`src/rtl/pll_seq_pkg.sv`:
```
// rtl/pll_seq_pkg.sv - shared types and output decode for the PLL bring-up sequencer
package pll_seq_pkg;

    localparam int STATE_W = 3;
    localparam int RETRY_W = 2;

    typedef enum logic [STATE_W-1:0] {
        ST_IDLE      = 3'd0,
        ST_RESET     = 3'd1,
        ST_WAIT_LOCK = 3'd2,
        ST_SETTLE    = 3'd3,
        ST_RUN       = 3'd4,
        ST_FAULT     = 3'd5
    } pll_state_e;

    typedef struct packed {
        logic resetb;
        logic bypass;
        logic clk_en;
        logic ready;
        logic fault;
    } pll_outs_t;

    // Moore output table: each state fully determines the PLL pins and status flags
    function automatic pll_outs_t decode_outs(input pll_state_e s);
        pll_outs_t o;
        o = '0;
        case (s)
            ST_WAIT_LOCK: o.resetb = 1'b1;
            ST_SETTLE:    o.resetb = 1'b1;
            ST_RUN: begin
                o.resetb = 1'b1;
                o.clk_en = 1'b1;
                o.ready  = 1'b1;
            end
            ST_FAULT: begin
                o.bypass = 1'b1;
                o.clk_en = 1'b1;
                o.fault  = 1'b1;
            end
            default: o = '0;
        endcase
        return o;
    endfunction

endpackage

```
`src/rtl/sync_2ff.sv`:
```
// rtl/sync_2ff.sv - single-bit two-flop synchronizer, resets to 0
module sync_2ff (
    input  logic clk,
    input  logic rst,
    input  logic d,
    output logic q
);

    logic meta;

    // First flop may go metastable; second flop gives the rest of the design a clean level
    always_ff @(posedge clk or posedge rst) begin
        if (rst) begin
            meta <= 1'b0;
            q    <= 1'b0;
        end else begin
            meta <= d;
            q    <= meta;
        end
    end

endmodule

```
`src/rtl/pll_seq_ctrl.sv`:
```
// rtl/pll_seq_ctrl.sv - PLL reset/lock/settle sequencer with bounded retries and bypass fallback
module pll_seq_ctrl
    import pll_seq_pkg::*;
#(
    parameter int RESET_CYCLES  = 16,
    parameter int LOCK_TIMEOUT  = 4800,
    parameter int SETTLE_CYCLES = 480,
    parameter int MAX_RETRIES   = 3,
    parameter int CNT_W         = 16
) (
    input  logic               clk,
    input  logic               rst,
    input  logic               start,
    input  logic               pll_lock,
    output logic               pll_resetb,
    output logic               pll_bypass,
    output logic               clk_en,
    output logic               ready,
    output logic               fault,
    output logic [RETRY_W-1:0] retries,
    output logic [STATE_W-1:0] state
);

    localparam int MAX_CNT_A = (RESET_CYCLES > LOCK_TIMEOUT) ? RESET_CYCLES : LOCK_TIMEOUT;
    localparam int MAX_CNT   = (MAX_CNT_A > SETTLE_CYCLES) ? MAX_CNT_A : SETTLE_CYCLES;

    // Parameter sanity is enforced at elaboration so a bad build never produces silicon
    if (CNT_W < $clog2(MAX_CNT + 1)) begin : g_cnt_w_too_small
        $error("pll_seq_ctrl: CNT_W cannot hold the largest cycle count");
    end
    if (RESET_CYCLES < 1 || SETTLE_CYCLES < 1 || LOCK_TIMEOUT < 1) begin : g_bad_cycles
        $error("pll_seq_ctrl: RESET_CYCLES, SETTLE_CYCLES and LOCK_TIMEOUT must be >= 1");
    end
    if (MAX_RETRIES < 0 || MAX_RETRIES >= (1 << RETRY_W)) begin : g_bad_retries
        $error("pll_seq_ctrl: MAX_RETRIES does not fit the retries port");
    end

    localparam logic [CNT_W-1:0]   RESET_LAST  = CNT_W'(RESET_CYCLES - 1);
    localparam logic [CNT_W-1:0]   TIMEO_LAST  = CNT_W'(LOCK_TIMEOUT - 1);
    localparam logic [CNT_W-1:0]   SETTLE_LAST = CNT_W'(SETTLE_CYCLES - 1);
    localparam logic [RETRY_W-1:0] RETRY_MAX   = RETRY_W'(MAX_RETRIES);

    pll_state_e         state_q, state_d;
    logic [CNT_W-1:0]   cnt_q, cnt_d;
    logic [CNT_W-1:0]   tcnt_q, tcnt_d;
    logic [CNT_W-1:0]   scnt_q, scnt_d;
    logic [RETRY_W-1:0] retries_q, retries_d;
    pll_outs_t          outs_q;
    logic               lock_s;
    logic               fail;

    sync_2ff u_lock_sync (
        .clk (clk),
        .rst (rst),
        .d   (pll_lock),
        .q   (lock_s)
    );

    // State, counters and registered Moore outputs (outputs decoded from the next state)
    always_ff @(posedge clk or posedge rst) begin
        if (rst) begin
            state_q   <= ST_IDLE;
            cnt_q     <= '0;
            tcnt_q    <= '0;
            scnt_q    <= '0;
            retries_q <= '0;
            outs_q    <= '0;
        end else begin
            state_q   <= state_d;
            cnt_q     <= cnt_d;
            tcnt_q    <= tcnt_d;
            scnt_q    <= scnt_d;
            retries_q <= retries_d;
            outs_q    <= decode_outs(state_d);
        end
    end

    // Next-state logic; precedence is start-low, then settle done, then timeout, then lock drop
    always_comb begin
        state_d   = state_q;
        cnt_d     = cnt_q;
        tcnt_d    = tcnt_q;
        scnt_d    = scnt_q;
        retries_d = retries_q;
        fail      = 1'b0;

        case (state_q)
            ST_IDLE: begin
                if (start) state_d = ST_RESET;
            end
            ST_RESET: begin
                if (cnt_q == RESET_LAST) state_d = ST_WAIT_LOCK;
                else                     cnt_d   = cnt_q + CNT_W'(1);
            end
            ST_WAIT_LOCK: begin
                tcnt_d = tcnt_q + CNT_W'(1);
                if (lock_s)                 state_d = ST_SETTLE;
                else if (tcnt_q >= TIMEO_LAST) fail = 1'b1;
            end
            ST_SETTLE: begin
                tcnt_d = tcnt_q + CNT_W'(1);
                if (lock_s && scnt_q == SETTLE_LAST) state_d = ST_RUN;
                else if (tcnt_q >= TIMEO_LAST)       fail    = 1'b1;
                else if (!lock_s)                    state_d = ST_WAIT_LOCK;
                else                                 scnt_d  = scnt_q + CNT_W'(1);
            end
            ST_RUN: begin
                if (!lock_s) fail = 1'b1;
            end
            ST_FAULT: state_d = ST_FAULT;
            default:  state_d = ST_IDLE;
        endcase

        if (fail) begin
            if (retries_q == RETRY_MAX) begin
                state_d = ST_FAULT;
            end else begin
                retries_d = retries_q + RETRY_W'(1);
                state_d   = ST_RESET;
            end
        end

        if (!start) begin
            state_d   = ST_IDLE;
            retries_d = '0;
        end

        // Each counter only lives inside its own phase and restarts from zero on the next entry
        if (state_d != ST_RESET || state_q != ST_RESET) cnt_d = '0;
        if (state_d != ST_WAIT_LOCK && state_d != ST_SETTLE) tcnt_d = '0;
        if (state_d != ST_SETTLE || state_q != ST_SETTLE) scnt_d = '0;
    end

    assign pll_resetb = outs_q.resetb;
    assign pll_bypass = outs_q.bypass;
    assign clk_en     = outs_q.clk_en;
    assign ready      = outs_q.ready;
    assign fault      = outs_q.fault;
    assign retries    = retries_q;
    assign state      = state_q;

endmodule

```
`config.mk`:
```
export PLATFORM = sky130hd
export DESIGN_NAME = pll_seq_ctrl
export DESIGN_NICKNAME = d
export VERILOG_FILES = /design/src/rtl/pll_seq_pkg.sv /design/src/rtl/sync_2ff.sv /design/src/rtl/pll_seq_ctrl.sv
export SDC_FILE = /design/constraint.sdc
export NUM_CORES = 1
export LEC_CHECK = 0
export ABC_CLOCK_PERIOD_IN_PS = 2900
export CAP_MARGIN = 20
export CORE_MARGIN = 2
export CORE_UTILIZATION = 60
export DETAILED_ROUTE_END_ITERATION = 16
export PLACE_DENSITY = 0.8
export SETUP_SLACK_MARGIN = 0.05
export SLEW_MARGIN = 20
export SYNTH_ARGS = -nofsm -noshare
export SYNTH_HDL_FRONTEND = slang
export SYNTH_HIERARCHICAL = 1
export SYNTH_SLANG_ARGS = --single-unit
```
`constraint.sdc`:
```
create_clock -name clk -period 2.9 [get_ports clk]
set_input_delay 0.29 -clock clk [delete_from_list [all_inputs] [get_ports clk]]
set_output_delay 0.29 -clock clk [all_outputs]
set_load 0.02 [all_outputs]
```
-- After elaboration in Yosys (flattened, before gate mapping)
Cells that the tools add are included.
- bits in registers: 59
- input bits: 4
- output and inout bits: 10
- word-level logic and storage cells: 84
- add/sub/neg operators: 4
- order comparisons: 1
- eq/ne operators: 22
- muxes and demuxes: 31
- reduce and logical (&&, ||, !) cells: 15
- operators with widths (kind ; count):
    16-bit two-way mux ; 10
    16-bit by 1-bit adder with 16-bit output (second input constant) ; 3
    3-bit two-way mux ; 8
    3-bit one-hot mux with 6 select lines ; 1
    16-bit by 4-bit equality test with 1-bit output (second input constant) ; 1
    16-bit by 9-bit equality test with 1-bit output (second input constant) ; 1
    16-bit by 13-bit >= comparator with 1-bit output (second input constant) ; 1
    3-bit by 2-bit equality test with 1-bit output (second input constant) ; 4
    3-bit equality test (second input constant) ; 4
    3-bit by 2-bit inequality test with 1-bit output (second input constant) ; 3
    1-bit two-way mux ; 8
    2-bit by 1-bit inequality test with 1-bit output (second input constant) ; 4
    2-bit nonzero test ; 4
    2-bit two-way mux ; 3
    3-bit by 1-bit inequality test with 1-bit output (second input constant) ; 2
    2-bit AND reduction ; 2
    4-bit AND reduction ; 1
    2-bit OR reduction ; 2
    3-bit by 1-bit equality test with 1-bit output (second input constant) ; 1
    3-bit logical NOT ; 1
    1-bit one-hot mux with 3 select lines ; 1
    3-bit OR reduction ; 1
    2-bit by 1-bit adder with 2-bit output (second input constant) ; 1
    2-bit equality test (second input constant) ; 1
    other kinds (3) ; 5

-- Logic depth before layout (Yosys ltp)
Gate-level depths: netlist of the first run.
- depth in word-level cells: 10
- gate-level depth with buffers: 9
- gate-level depth less buffers: 7

-- By module
The synthesis of the first run kept the hierarchy.
- modules (own cells, without submodules) (module ; times used ; cells an instance ; area each (um^2) ; seq. area each (um^2)):
    pll_seq_ctrl ; 1 ; 309 ; 2910.3 ; 1426.4
    sync_2ff ; 1 ; 3 ; 53.8 ; 50.0

-- Worst setup path before layout of the first run
OpenSTA, ideal clock, no wires.
- path type: reg2reg
- from: register scnt_q[12]
- to: register tcnt_q[1]
- library setup time: 0.072 ns
- data arrival time: 2.372 ns
- data required time: 2.828 ns
- slack: 0.456 ns
- stages on the path, launching flop included: 9
- buffers on the path: 2
- clock period less this slack: 2.444 ns
- cell sequence: dfrtp_1 -> or4_4 -> nor4_4 -> a21oi_2 -> and2_1 -> or3_1 -> buf_6 -> buf_6 -> nor2_1
- longest elaborated chain between the ends: 9
- elaborated cells between the ends (all ways): 13
- classes of those cells: 3 x eq/ne; 7 x mux; 3 x reduce/logical
- RTL lines (item ; RTL line ; RTL):
    from (decl) ; pll_seq_ctrl.sv:46 ; logic [CNT_W-1:0] scnt_q, scnt_d;
    from (signal assigned) ; pll_seq_ctrl.sv:72 ; scnt_q <= scnt_d;
    16-bit by 9-bit equality test with 1-bit output (*) ; pll_seq_ctrl.sv:102 ; if (lock_s && scnt_q == SETTLE_LAST) state_d = ST_RUN;
    1-bit logical AND (*) ; pll_seq_ctrl.sv:102 ;
    3-bit two-way mux or 1-bit two-way mux (tied branches) ; pll_seq_ctrl.sv:102 ;
    3-bit one-hot mux with 6 select lines or 1-bit one-hot mux with 3 select lines (tied branches) ; pll_seq_ctrl.sv:87 ; case (state_q)
    3-bit two-way mux (*) ; pll_seq_ctrl.sv:114 ; if (fail) begin
    3-bit two-way mux (*) ; pll_seq_ctrl.sv:123 ; if (!start) begin
    3-bit by 2-bit inequality test with 1-bit output ; pll_seq_ctrl.sv:130 ; if (state_d != ST_WAIT_LOCK && state_d != ST_SETTLE) tcnt_d = '0;
    1-bit logical AND (*) ; pll_seq_ctrl.sv:130 ;
    16-bit two-way mux or 2-bit nonzero test (tied branches) ; n/a ;
    to (signal assigned) ; pll_seq_ctrl.sv:71 ; tcnt_q <= tcnt_d;
    to (decl) ; pll_seq_ctrl.sv:45 ; logic [CNT_W-1:0] tcnt_q, tcnt_d;
Every way passes the cells marked *; elsewhere a longest branch is shown, timed or not.
A chain may end at the register's enable or synchronous reset.

-- Worst setup path after layout of the first run
- from: register tcnt_q[9]
- to: register outs_q (netlist bit pll_resetb)
- longest elaborated chain between the ends: 9
- elaborated cells between the ends (all ways): 15
- classes of those cells: 1 x order compare; 3 x eq/ne; 10 x mux; 1 x reduce/logical
- RTL lines (item ; RTL line ; RTL):
    16-bit by 13-bit >= comparator with 1-bit output (*) ; pll_seq_ctrl.sv:98, pll_seq_ctrl.sv:103 ;
    3-bit two-way mux or 1-bit two-way mux (tied branches) ; pll_seq_ctrl.sv:103, pll_seq_ctrl.sv:98 ;
    3-bit two-way mux (tied with other cells) ; pll_seq_ctrl.sv:102 ;
    3-bit one-hot mux with 6 select lines or 1-bit one-hot mux with 3 select lines (tied branches) ; pll_seq_ctrl.sv:87 ;
    3-bit two-way mux (*) ; pll_seq_ctrl.sv:114 ;
    3-bit two-way mux (*) ; pll_seq_ctrl.sv:123 ;
    3-bit equality test or 3-bit by 2-bit equality test with 1-bit output (tied branches) ; pll_seq_pkg.sv:28 ; case (s)
    3-bit OR reduction (no line) (*) ; n/a ;
    1-bit two-way mux (*) ; pll_seq_pkg.sv:28 ;
    to (signal assigned) ; pll_seq_ctrl.sv:74 ; outs_q <= decode_outs(state_d);
    to (decl) ; pll_seq_ctrl.sv:48 ; pll_outs_t outs_q;
Marks and branches as above.

==> run summary, run 1 <==
post-synth cell types -> 38
Achievable Freq -> 389.1 MHz
Pwr Density -> 490.8 mW/mm^2
Leakage -> 1.443 nW
vias in the first global route -> 2173
unrepaired setup endpoints after global routing -> no
r2r setup slk -> 0.33 ns
Non-Filler Cell Area, Final -> 0.003407 sq mm
Post-CTS Setup Repair Bufs -> 0
cells after synthesis -> 312
share of layout cells above drive strength 1 -> 8.504%
worst reg2reg path depth -> 7
RR Startpoint -> tcnt_q[9]$_DFFE_PP0P_
CTS Buf Count -> 9
max-capacitance violation count -> 0
first-pass GRT wire length -> 9591 um
commonest non-fill, non-tap cell in the layout -> nor2_1
Die Y-Extent -> 74.29 um
post-cts resize count -> 0
GRT overflow -> 0
Synth area leaders -> dfrtp_1, nor2_1, xnor2_1
drt first pass iters -> 4
Worst slew margin -> 62.09%
Vias -> 2200
worst ir drop on vdd -> 439.0 uV
routed wire length -> 5554 um
Clock Sinks -> 59
r2r endpoint -> pll_resetb$_DFF_PP0_
Max H-tree Level -> 3
DIE AREA -> 0.005518 sq mm
All-Layer GR Usage -> 23.44%
Std-Cell Rows -> 25
worst hold path type -> in -> async
worst-path fanout max -> 15
Setup CP Type -> reg -> reg
Ant. Diodes -> 0
Finished Core Util -> 71.66%
I/O pin count -> 14
Initial Util -> 62.34%
share of the synthesized area in the top cell type -> 49.81%
PortBufs -> 13
final count of hold timing violations -> 0
Iter 0 DRT Violations -> 125
pre-CTS WS -> 0.2952 ns
final worst slack -> 0.3297 ns
actual slew at the worst max-slew pin -> 0.5544 ns
pin count of the biggest net entering global routing -> 32
Post-Syn Nets -> 320
status -> completed
element type at the critical path end -> register
crit start category -> register
TritonCTS clock tree -> done
Core Region -> 0.004755 sq mm
fill cell total of the finished layout -> 362
post-DP HPWL -> 3862 um
syn_area_per_cell -> 9.500 sq um
antenna violations before repair -> 0
largest area contributor in the netlist -> dfrtp_1
Post-DRT Antenna Nets -> 0
Placed Area -> 0.003199 sq mm
CTS Hold Bufs -> 0
post-synthesis sequential area ratio -> 49.81%
Power, Total -> 1.672 mW
P&R area growth vs syn -> 14.94%
Residual DRC -> 0
clock-pin slew of the registers on the worst-case setup and hold paths -> 0.07 ns
Nets -> 344
most frequent cells in the layout -> nor2_1, dfrtp_1, nand2_1, xnor2_1, xor2_1
register bit total from synthesis -> 59
Max Transition Viols Final -> 0
Avg WL per Cell -> 13.61 um
GPL Wtd Cong -> 0.8378
post-DR vias/cell -> 5.392
Die Width -> 74.29 um
Mapped Area -> 0.002964 sq mm
clk root buf -> clkbuf_8
Worst EP arrival -> 2.78 ns
Finish-stage setup viols -> 0
CP required -> 3.11 ns
Clock Latency Late Sink -> 0.34 ns
Tmin final -> 2.570 ns
Layout Skew -> 0.006902 ns
synth warn -> 6
CTS max path bufs -> 2
Post-Route Setup TNS -> 0 ns
fin crit share -> 88.63%
==> metrics by stage <==
step                cells  hold slack, ns
finish                408          0.1497
global route          408          0.1356
CTS                   408          0.1382
detailed placement    392          0.3364
global placement      392          0.3352
floorplan             312         0.03118
==> layout make-up <==
| type | count | area (sq um) | area share, % |
|---|---|---|---|
| repair buffers | 21 | 202.7 | 5.949 |
| flip-flops and latches | 59 | 1476 | 43.33 |
| inverters | 9 | 33.78 | 0.9916 |
| clock inverters | 6 | 80.08 | 2.350 |
| well taps | 67 | 83.83 | 2.461 |
| clock buffers | 10 | 127.6 | 3.746 |
| multi-input cells | 236 | 1403 | 41.17 |
==> critical path, stage by stage (launching register included) <==
cell and delay, ns:
dfrtp_1 0.42, a211o_1 0.30, a2111oi_0 0.54, o21ai_1 0.16, buf_4 0.22, nor2b_1 0.14
o311ai_1 0.52, o21ai_0 0.14
==> how the worst max path moves through the flow <==
stage | from | endpoint | slack, ns | depth (start not counted)
after floorplan | scnt_q[12]$_DFFE_PP0P_ | tcnt_q[1]$_DFFE_PP0P_ | 0.46 | 8
after global placement | tcnt_q[9]$_DFFE_PP0P_ | pll_resetb$_DFF_PP0_ | 0.40 | 7
after detailed placement | tcnt_q[9]$_DFFE_PP0P_ | pll_resetb$_DFF_PP0_ | 0.30 | 7
after CTS | tcnt_q[9]$_DFFE_PP0P_ | pll_resetb$_DFF_PP0_ | 0.29 | 7
after global routing | tcnt_q[9]$_DFFE_PP0P_ | pll_resetb$_DFF_PP0_ | 0.09 | 7
final | tcnt_q[9]$_DFFE_PP0P_ | pll_resetb$_DFF_PP0_ | 0.33 | 7
==> synthesized netlist by cell type <==
master     number
nor2_1         64
dfrtp_1        59
nand2_1        31
xnor2_1        25
xor2_1         21
and3_1         10
nand4_1        10
inv_1           9
nand3_1         9
nor3_1          8
nor4_1          7
and2_1          6
ha_1            4
nor2b_1         4
nor3b_1         4
o21ai_0         4
a21oi_1         3
clkbuf_1        3
mux2i_1         3
o21ai_1         3
a31oi_1         2
and4_1          2
buf_2           2
buf_6           2
nand2b_1        2
or2_2           2
or3_1           2
a2111oi_0       1
a211o_1         1
a21oi_2         1
buf_4           1
nand4b_1        1
nor4_4          1
o211ai_1        1
o21a_1          1
o311ai_1        1
or4_1           1
or4_4           1
==> sequential cells by signal, summed over array words and instances, names as in the netlist <==
name and count:
u_lock_sync/meta 1, clk_en 1, fault 1, tcnt_q 16, u_lock_sync/q 1, ready 1
scnt_q 16, cnt_q 16, pll_resetb 1, retries 2, state 3
==> routing by layer <==
| metal | track usage (%) | vias to the layer above | part of all wire [%] |
|---|---|---|---|
| li1 | - | 1092 | - |
| met1 | 29.47 | 1065 | 48 |
| met2 | 37.70 | 38 | 48 |
| met3 | 8.537 | 5 | 3.2 |
| met4 | 8.333 | 0 | 1.1 |
| met5 | 0 | - | 0 |
==> kinds of logic (layout without fill, tap and decap cells) <==
group	Yosys count	after routing	synth area share, %
flops	59	59	49.81
buf+inv	17	46	2.870
xor+xnor	46	46	13.59
simple gates	165	165	27.23
mux	3	3	1.013
compound gates	18	18	3.799
fa+ha+maj	4	4	1.689
==> where the power goes <==
part           switching (mW)  internal, mW
combinational          0.0264        0.0134
clock                   0.324         0.478
sequential            0.00460         0.826
total                   0.355          1.32
(Power assumes the default switching activity.)
==> run 2, diff against run 1 <==
--- a/config.mk
+++ b/config.mk
@@ -8,8 +8,9 @@
 export ABC_CLOCK_PERIOD_IN_PS = 2900
 export CAP_MARGIN = 20
 export CORE_MARGIN = 2
-export CORE_UTILIZATION = 60
+export CORE_UTILIZATION = 63
 export DETAILED_ROUTE_END_ITERATION = 16
+export DONT_BUFFER_PORTS = 1
 export PLACE_DENSITY = 0.8
 export SETUP_SLACK_MARGIN = 0.05
 export SLEW_MARGIN = 20
==> run 2 against run 1 <==
  * Routed wire length increased by 1.6%
  * Critical endpoint unchanged
  * Die area decreased by 4.5%
  * Utilization increased by 1.7 points
  * Cell count decreased by 6.4%
  * Clock power decreased by 9.5%
  * Global-route usage increased by 0.56 points
  * Sequential cell count unchanged
  * Largest cell class unchanged
  * Clock-buffer cell count increased by 1
==> run summary, run 2 (same netlist as run 1, synthesis figures left out) <==
clock group share of total power -> 45.6% (was 47.9%)
drt first pass iters -> 4 (unchanged)
PortBufs -> 0 (was 13)
post-DR vias/cell -> 5.743 (was 5.392)
Non-Filler Cell Area, Final -> 0.003261 sq mm (was 0.003407 sq mm)
critical path, cell by cell -> a211o_1 -> a2111oi_1 -> o21ai_1 -> buf_4 -> a31oi_1 -> o311ai_2 -> o21ai_0 (was a211o_1 -> a2111oi_0 -> o21ai_1 -> buf_4 -> nor2b_1 -> o311ai_1 -> o21ai_0)
worst-path fanout max -> 15 (unchanged)
Tmin final -> 2.586 ns (was 2.570 ns)
All-Layer GR Usage -> 24.00% (was 23.44%)
Worst EP arrival -> 2.84 ns (was 2.78 ns)
most frequent cells in the layout -> nor2_1, dfrtp_1, nand2_1, xnor2_1, xor2_1 (unchanged)
Finish-stage setup viols -> 0 (unchanged)
Post-CTS Setup Repair Bufs -> 0 (unchanged)
GR Layer Usage met1 -> 30.74% (was 29.47%)
Core Region -> 0.004444 sq mm (was 0.004755 sq mm)
crit start category -> register (unchanged)
final worst slack -> 0.3143 ns (was 0.3297 ns)
Post-DRT Antenna Nets -> 0 (unchanged)
GPL Wtd Cong -> 0.8246 (was 0.8378)
Layout Skew -> 0.008077 ns (was 0.006902 ns)
antenna violations before repair -> 0 (unchanged)
Initial Util -> 66.69% (was 62.34%)
max-capacitance violation count -> 0 (unchanged)
Max Transition Viols Final -> 0 (unchanged)
worst ir drop on vdd -> 439.6 uV (was 439.0 uV)
clock-pin slew of the registers on the worst-case setup and hold paths -> 0.07 ns (about the same)
biggest regs -> cnt_q (16), scnt_q (16), tcnt_q (16) (unchanged)
r2r setup slk -> 0.31 ns (was 0.33 ns)
unrepaired setup endpoints after global routing -> no (unchanged)
Worst slew margin -> 64.11% (was 62.09%)
Clock Latency Late Sink -> 0.34 ns (about the same)
vias in the first global route -> 2095 (was 2173)
I/O pin count -> 14 (unchanged)
sw frac -> 21.42% (was 21.23%)
Hold EP -> state[0]$_DFF_PP0_
hold_sp -> start
worst reg2reg path depth -> 7 (unchanged)
CTS Buf Count -> 9 (unchanged)
P&R area growth vs syn -> 10.00% (was 14.94%)
Achievable Freq -> 386.7 MHz (was 389.1 MHz)
Finished Core Util -> 73.37% (was 71.66%)
worst hold path type -> in -> reg (was in -> async)
Max H-tree Level -> 3 (unchanged)
element type at the critical path end -> register (unchanged)
status -> completed (unchanged)
final hold slack -> 0.07417 ns (was 0.1497 ns)
actual slew at the worst max-slew pin -> 0.5383 ns (was 0.5544 ns)
first-pass GRT wire length -> 9535 um (was 9591 um)
Iter 0 DRT Violations -> 248 (was 125)
Critical Path Max Stage Delay -> 0.48 ns (was 0.54 ns)
Ant. Diodes -> 0 (unchanged)
r2r endpoint -> pll_resetb$_DFF_PP0_ (unchanged)
Pint -> 1.250 mW (was 1.317 mW)
Placed Area -> 0.003038 sq mm (was 0.003199 sq mm)
CTS max path bufs -> 2 (unchanged)
Residual DRC -> 0 (unchanged)
Setup CP Type -> reg -> reg (unchanged)
CP required -> 3.16 ns (was 3.11 ns)
post-DP HPWL -> 3907 um (was 3862 um)
pre-CTS WS -> 0.2510 ns (was 0.2952 ns)
Crit-path slowest cell -> a2111oi_1 (was a2111oi_0)
routed wire length -> 5645 um (was 5554 um)
WHS Path Cells -> 1
Leakage -> 1.390 nW (was 1.443 nW)
GRT met2 Usage -> 38.48% (was 37.70%)
final count of hold timing violations -> 0 (unchanged)
fin crit share -> 89.16% (was 88.63%)
power share of the combinational group -> 2.1% (was 2.4%)
GRT overflow -> 0 (unchanged)
most used routing layer -> met2 (unchanged)
Nets -> 333 (was 344)
Pwr Density -> 488.0 mW/mm^2 (was 490.8 mW/mm^2)
Avg WL per Cell -> 14.78 um (was 13.61 um)
TritonCTS clock tree -> done (unchanged)
share of layout cells above drive strength 1 -> 9.091% (was 8.504%)
Die Y-Extent -> 72.59 um (was 74.29 um)
DIE AREA -> 0.005269 sq mm (was 0.005518 sq mm)
Flop pwr share -> 52.3% (was 49.7%)
commonest non-fill, non-tap cell in the layout -> nor2_1 (unchanged)
Clock Sinks -> 59 (unchanged)
RR Startpoint -> tcnt_q[9]$_DFFE_PP0P_ (unchanged)
Post-Route Setup TNS -> 0 ns (unchanged)
pin count of the biggest net entering global routing -> 45 (was 32)
Vias -> 2194 (was 2200)
clk root buf -> clkbuf_8 (unchanged)
Std-Cell Rows -> 24 (was 25)
NetSw -> 0.3409 mW (was 0.3550 mW)
met3 Use GR -> 6.906% (was 8.537%)
Die Width -> 72.59 um (was 74.29 um)
[run 2: worst max path at each step]
stage | from | to | slack, ns
after global routing | tcnt_q[9]$_DFFE_PP0P_ | pll_resetb$_DFF_PP0_ | 0.05
after global placement | tcnt_q[9]$_DFFE_PP0P_ | pll_resetb$_DFF_PP0_ | 0.39
after floorplan | scnt_q[12]$_DFFE_PP0P_ | tcnt_q[1]$_DFFE_PP0P_ | 0.46
final | tcnt_q[9]$_DFFE_PP0P_ | pll_resetb$_DFF_PP0_ | 0.31
after detailed placement | tcnt_q[9]$_DFFE_PP0P_ | pll_resetb$_DFF_PP0_ | 0.25
after CTS | tcnt_q[9]$_DFFE_PP0P_ | pll_resetb$_DFF_PP0_ | 0.24
[run 2: layer usage]
layer  up-vias  wire length [um]
li1       1071                 -
met1      1072              2538
met2        40              2746
met3        11               263
met4         0                96
met5         -                 0
[run 2: power groups by stage]
stage	Clock [mW]	Combinational, mW	Sequential (mW)
after global placement	0	0.0311	0.847
after CTS	0.746	0.0344	0.832
after detailed placement	0	0.0319	0.847
after floorplan	0	0.0247	0.845
final	0.726	0.0330	0.832
after global routing	0.783	0.0387	0.832
[run 2: final cells by class]
| cell class | instances | area (sq um) |
|---|---|---|
| clock inverters | 5 | 52.55 |
| fillers | 338 | 1184 |
| multi-input cells | 236 | 1411 |
| well taps | 52 | 65.06 |
| inverters | 9 | 33.78 |
| clock buffers | 11 | 141.4 |
| flip-flops and latches | 59 | 1476 |
| repair buffers | 10 | 80.08 |
[run 2: what timing repair did]
| action | CTS | global route |
|---|---|---|
| resized for setup | 0 | 2 |
| hold buffers | 2 | 0 |
| endpoints found under the setup margin | 0 | 13 |
| hold endpoints to repair | 16 | 0 |
[run 2: through the flow]
| stage | cells | power [mW] |
|---|---|---|
| final | 382 | 1.591 |
| after global placement | 364 | 0.8784 |
| after global routing | 382 | 1.653 |
| after CTS | 382 | 1.612 |
| after floorplan | 312 | 0.8694 |
| after detailed placement | 364 | 0.8793 |
[run 2: critical path: cells and delay by family (launching register included)]
family,cells,cell delay (ns)
compound gates,6,1.85
flops,1,0.43
buf+inv,1,0.22
==> run 3, diff against run 2 <==
--- a/config.mk
+++ b/config.mk
@@ -8,12 +8,11 @@
 export ABC_CLOCK_PERIOD_IN_PS = 2900
 export CAP_MARGIN = 20
 export CORE_MARGIN = 2
-export CORE_UTILIZATION = 63
+export CORE_UTILIZATION = 30
 export DETAILED_ROUTE_END_ITERATION = 16
 export DONT_BUFFER_PORTS = 1
-export PLACE_DENSITY = 0.8
+export PLACE_DENSITY = 0.45
 export SETUP_SLACK_MARGIN = 0.05
-export SLEW_MARGIN = 20
 export SYNTH_ARGS = -nofsm -noshare
 export SYNTH_HDL_FRONTEND = slang
 export SYNTH_HIERARCHICAL = 1
==> run 3 against run 2 <==
  * Clock skew hardly changed
  * Clock-buffer cell count rose by 1
  * Clock power is 2.9% higher
  * Global-route usage is 11 points lower
  * Routed wire length is 8.8% higher
  * Non-clock buffer count grew 4
  * Critical endpoint is now tcnt_q[7]$_DFFE_PP0P_
  * Final area increased by 3.8%
  * Critical path type unchanged
  * Critical path depth did not move
  * First-iteration DRC count decreased by 78%
  * Sequential share of layout area down 1.7 points
==> run summary, run 3 (same netlist as run 1, synthesis figures left out) <==
element type at the critical path end -> register (unchanged)
hold_sp -> start (unchanged)
CP required -> 3.17 ns (was 3.16 ns)
unrepaired setup endpoints after global routing -> no (unchanged)
Hold EP -> state[0]$_DFF_PP0_ (unchanged)
biggest regs -> cnt_q (16), scnt_q (16), tcnt_q (16) (unchanged)
Std-Cell Rows -> 36 (was 24)
post-DP HPWL -> 4306 um (was 3907 um)
Nets -> 337 (was 333)
Max Transition Viols Final -> 0 (unchanged)
All-Layer GR Usage -> 13.17% (was 24.00%)
Clock Latency Late Sink -> 0.34 ns (about the same)
P&R area growth vs syn -> 14.23% (was 10.00%)
status -> completed (unchanged)
r2r endpoint -> tcnt_q[7]$_DFFE_PP0P_ (was pll_resetb$_DFF_PP0_)
worst hold path type -> in -> reg (unchanged)
max-capacitance violation count -> 0 (unchanged)
most frequent cells in the layout -> nor2_1, dfrtp_1, nand2_1, xnor2_1, xor2_1 (unchanged)
vias in the first global route -> 2215 (was 2095)
Post-Route Setup TNS -> 0 ns (unchanged)
final cell count without fillers -> 467 (was 382)
first-pass GRT wire length -> 10670 um (was 9535 um)
worst-path fanout max -> 11 (was 15)
DIE AREA -> 0.01069 sq mm (was 0.005269 sq mm)
Finished Core Util -> 34.96% (was 73.37%)
Initial Util -> 30.61% (was 66.69%)
actual slew at the worst max-slew pin -> 0.5605 ns (was 0.5383 ns)
critical path, cell by cell -> a211o_1 -> a2111oi_1 -> o21ai_1 -> and2_1 -> or3_1 -> buf_4 -> nor2_1 (was a211o_1 -> a2111oi_1 -> o21ai_1 -> buf_4 -> a31oi_1 -> o311ai_2 -> o21ai_0)
Post-DRT Antenna Nets -> 0 (unchanged)
Achievable Freq -> 383.2 MHz (was 386.7 MHz)
WHS Path Cells -> 1 (unchanged)
PortBufs -> 0 (unchanged)
CTS Buf Count -> 9 (unchanged)
final count of hold timing violations -> 0 (unchanged)
final hold slack -> 0.08258 ns (was 0.07417 ns)
I/O pin count -> 14 (unchanged)
fill cell total of the finished layout -> 1017 (was 338)
Iter 0 DRT Violations -> 55 (was 248)
pre-CTS WS -> 0.1517 ns (was 0.2510 ns)
Placed Area -> 0.003169 sq mm (was 0.003038 sq mm)
Non-Filler Cell Area, Final -> 0.003386 sq mm (was 0.003261 sq mm)
Die Width -> 103.4 um (was 72.59 um)
worst reg2reg path depth -> 7 (unchanged)
met2 wire length -> 2896 um (was 2746 um)
pin count of the biggest net entering global routing -> 28 (was 45)
Avg WL per Cell -> 13.16 um (was 14.78 um)
Finish-stage setup viols -> 0 (unchanged)
worst ir drop on vdd -> 237.0 uV (was 439.6 uV)
CTS max path bufs -> 2 (unchanged)
crit start category -> register (unchanged)
Power, Total -> 1.615 mW (was 1.591 mW)
Worst EP arrival -> 2.88 ns (was 2.84 ns)
antenna violations before repair -> 0 (unchanged)
fin crit share -> 89.99% (was 89.16%)
DP Cell Count -> 449 (was 364)
GRT overflow -> 0 (unchanged)
Residual DRC -> 0 (unchanged)
Vias -> 2120 (was 2194)
Crit-path slowest cell -> a2111oi_1 (unchanged)
r2r setup slk -> 0.29 ns (was 0.31 ns)
Tmin final -> 2.610 ns (was 2.586 ns)
Worst slew margin -> 62.58% (was 64.11%)
Setup CP Type -> reg -> reg (unchanged)
Core Region -> 0.009684 sq mm (was 0.004444 sq mm)
drt first pass iters -> 4 (unchanged)
clock-pin slew of the registers on the worst-case setup and hold paths -> 0.07 ns (about the same)
TritonCTS clock tree -> done (unchanged)
Ant. Diodes -> 0 (unchanged)
Max H-tree Level -> 3 (unchanged)
DR WL met3 -> 228 um (was 263 um)
Layout Skew -> 0.008321 ns (was 0.008077 ns)
share of layout cells above drive strength 1 -> 9.581% (was 9.091%)
WL met1 -> 2984 um (was 2538 um)
RR Startpoint -> tcnt_q[9]$_DFFE_PP0P_ (unchanged)
GPL Wtd Cong -> 0.8329 (was 0.8246)
top sig layer -> met4 (unchanged)
routed wire length -> 6144 um (was 5645 um)
Post-CTS Setup Repair Bufs -> 0 (unchanged)
Pwr Density -> 477.0 mW/mm^2 (was 488.0 mW/mm^2)
Leakage -> 1.401 nW (was 1.390 nW)
commonest non-fill, non-tap cell in the layout -> nor2_1 (unchanged)
clk root buf -> clkbuf_8 (unchanged)
post-DR vias/cell -> 4.540 (was 5.743)
Critical Path Max Stage Delay -> 0.54 ns (was 0.48 ns)
final worst slack -> 0.2903 ns (was 0.3143 ns)
Die Y-Extent -> 103.4 um (was 72.59 um)
Clock Sinks -> 59 (unchanged)
-- run 3: cell count changes in the layout (fill, tap and decap cells not counted), sizes merged --
cell and change:
clkinv -2, clkinvlp +1, clkbuf +1, buf +4
-- run 3: layer usage --
layer	GRT usage, %	up-vias
met5	0	-
met4	3.543	0
met3	5.444	2
met2	20.45	28
met1	17.00	1016
li1	-	1074
-- run 3: area by class of cell --
| type | instances | area (sq um) | area share (%) |
|---|---|---|---|
| Clock buffer | 12 | 145.1 | 4.287 |
| Multi-Input combinational cell | 236 | 1404 | 41.46 |
| Timing Repair Buffer | 14 | 110.1 | 3.252 |
| Inverter | 9 | 33.78 | 0.9978 |
| Clock inverter | 4 | 50.05 | 1.478 |
| Tap cell | 133 | 166.4 | 4.915 |
| Sequential cell | 59 | 1476 | 43.61 |
-- run 3: worst max path at each step --
stage,from,end,slack (ns),cells after the start
after CTS,tcnt_q[9]$_DFFE_PP0P_,tcnt_q[7]$_DFFE_PP0P_,0.15,7
after floorplan,scnt_q[12]$_DFFE_PP0P_,tcnt_q[1]$_DFFE_PP0P_,0.46,8
after global routing,tcnt_q[9]$_DFFE_PP0P_,tcnt_q[2]$_DFFE_PP0P_,0.10,7
after detailed placement,tcnt_q[9]$_DFFE_PP0P_,tcnt_q[2]$_DFFE_PP0P_,0.15,7
final,tcnt_q[9]$_DFFE_PP0P_,tcnt_q[7]$_DFFE_PP0P_,0.29,7
after global placement,tcnt_q[9]$_DFFE_PP0P_,pll_resetb$_DFF_PP0_,0.32,7
-- run 3: worst max-delay path, delay by kind of cell, from the launching register on --
kind | cells | cell delay (ns)
buffers and inverters | 1 | 0.25
AOI/OAI and AO/OA | 3 | 1.03
DFF | 1 | 0.42
and+or+nand+nor | 3 | 0.85
-- run 3: what timing repair did --
item | in CTS | in global routing
endpoints found under the hold margin | 28 | 0
gates resized for setup | 0 | 1
endpoints found under the setup margin | 0 | 11
hold buffers | 2 | 0
-- run 3: power breakdown --
part           leakage (nW)  total, mW  internal, mW  switching (mW)
combinational         0.492     0.0389        0.0105          0.0284
clock                0.0926      0.747         0.419           0.327
sequential            0.817      0.830         0.826         0.00330
total                  1.40       1.62          1.26           0.359
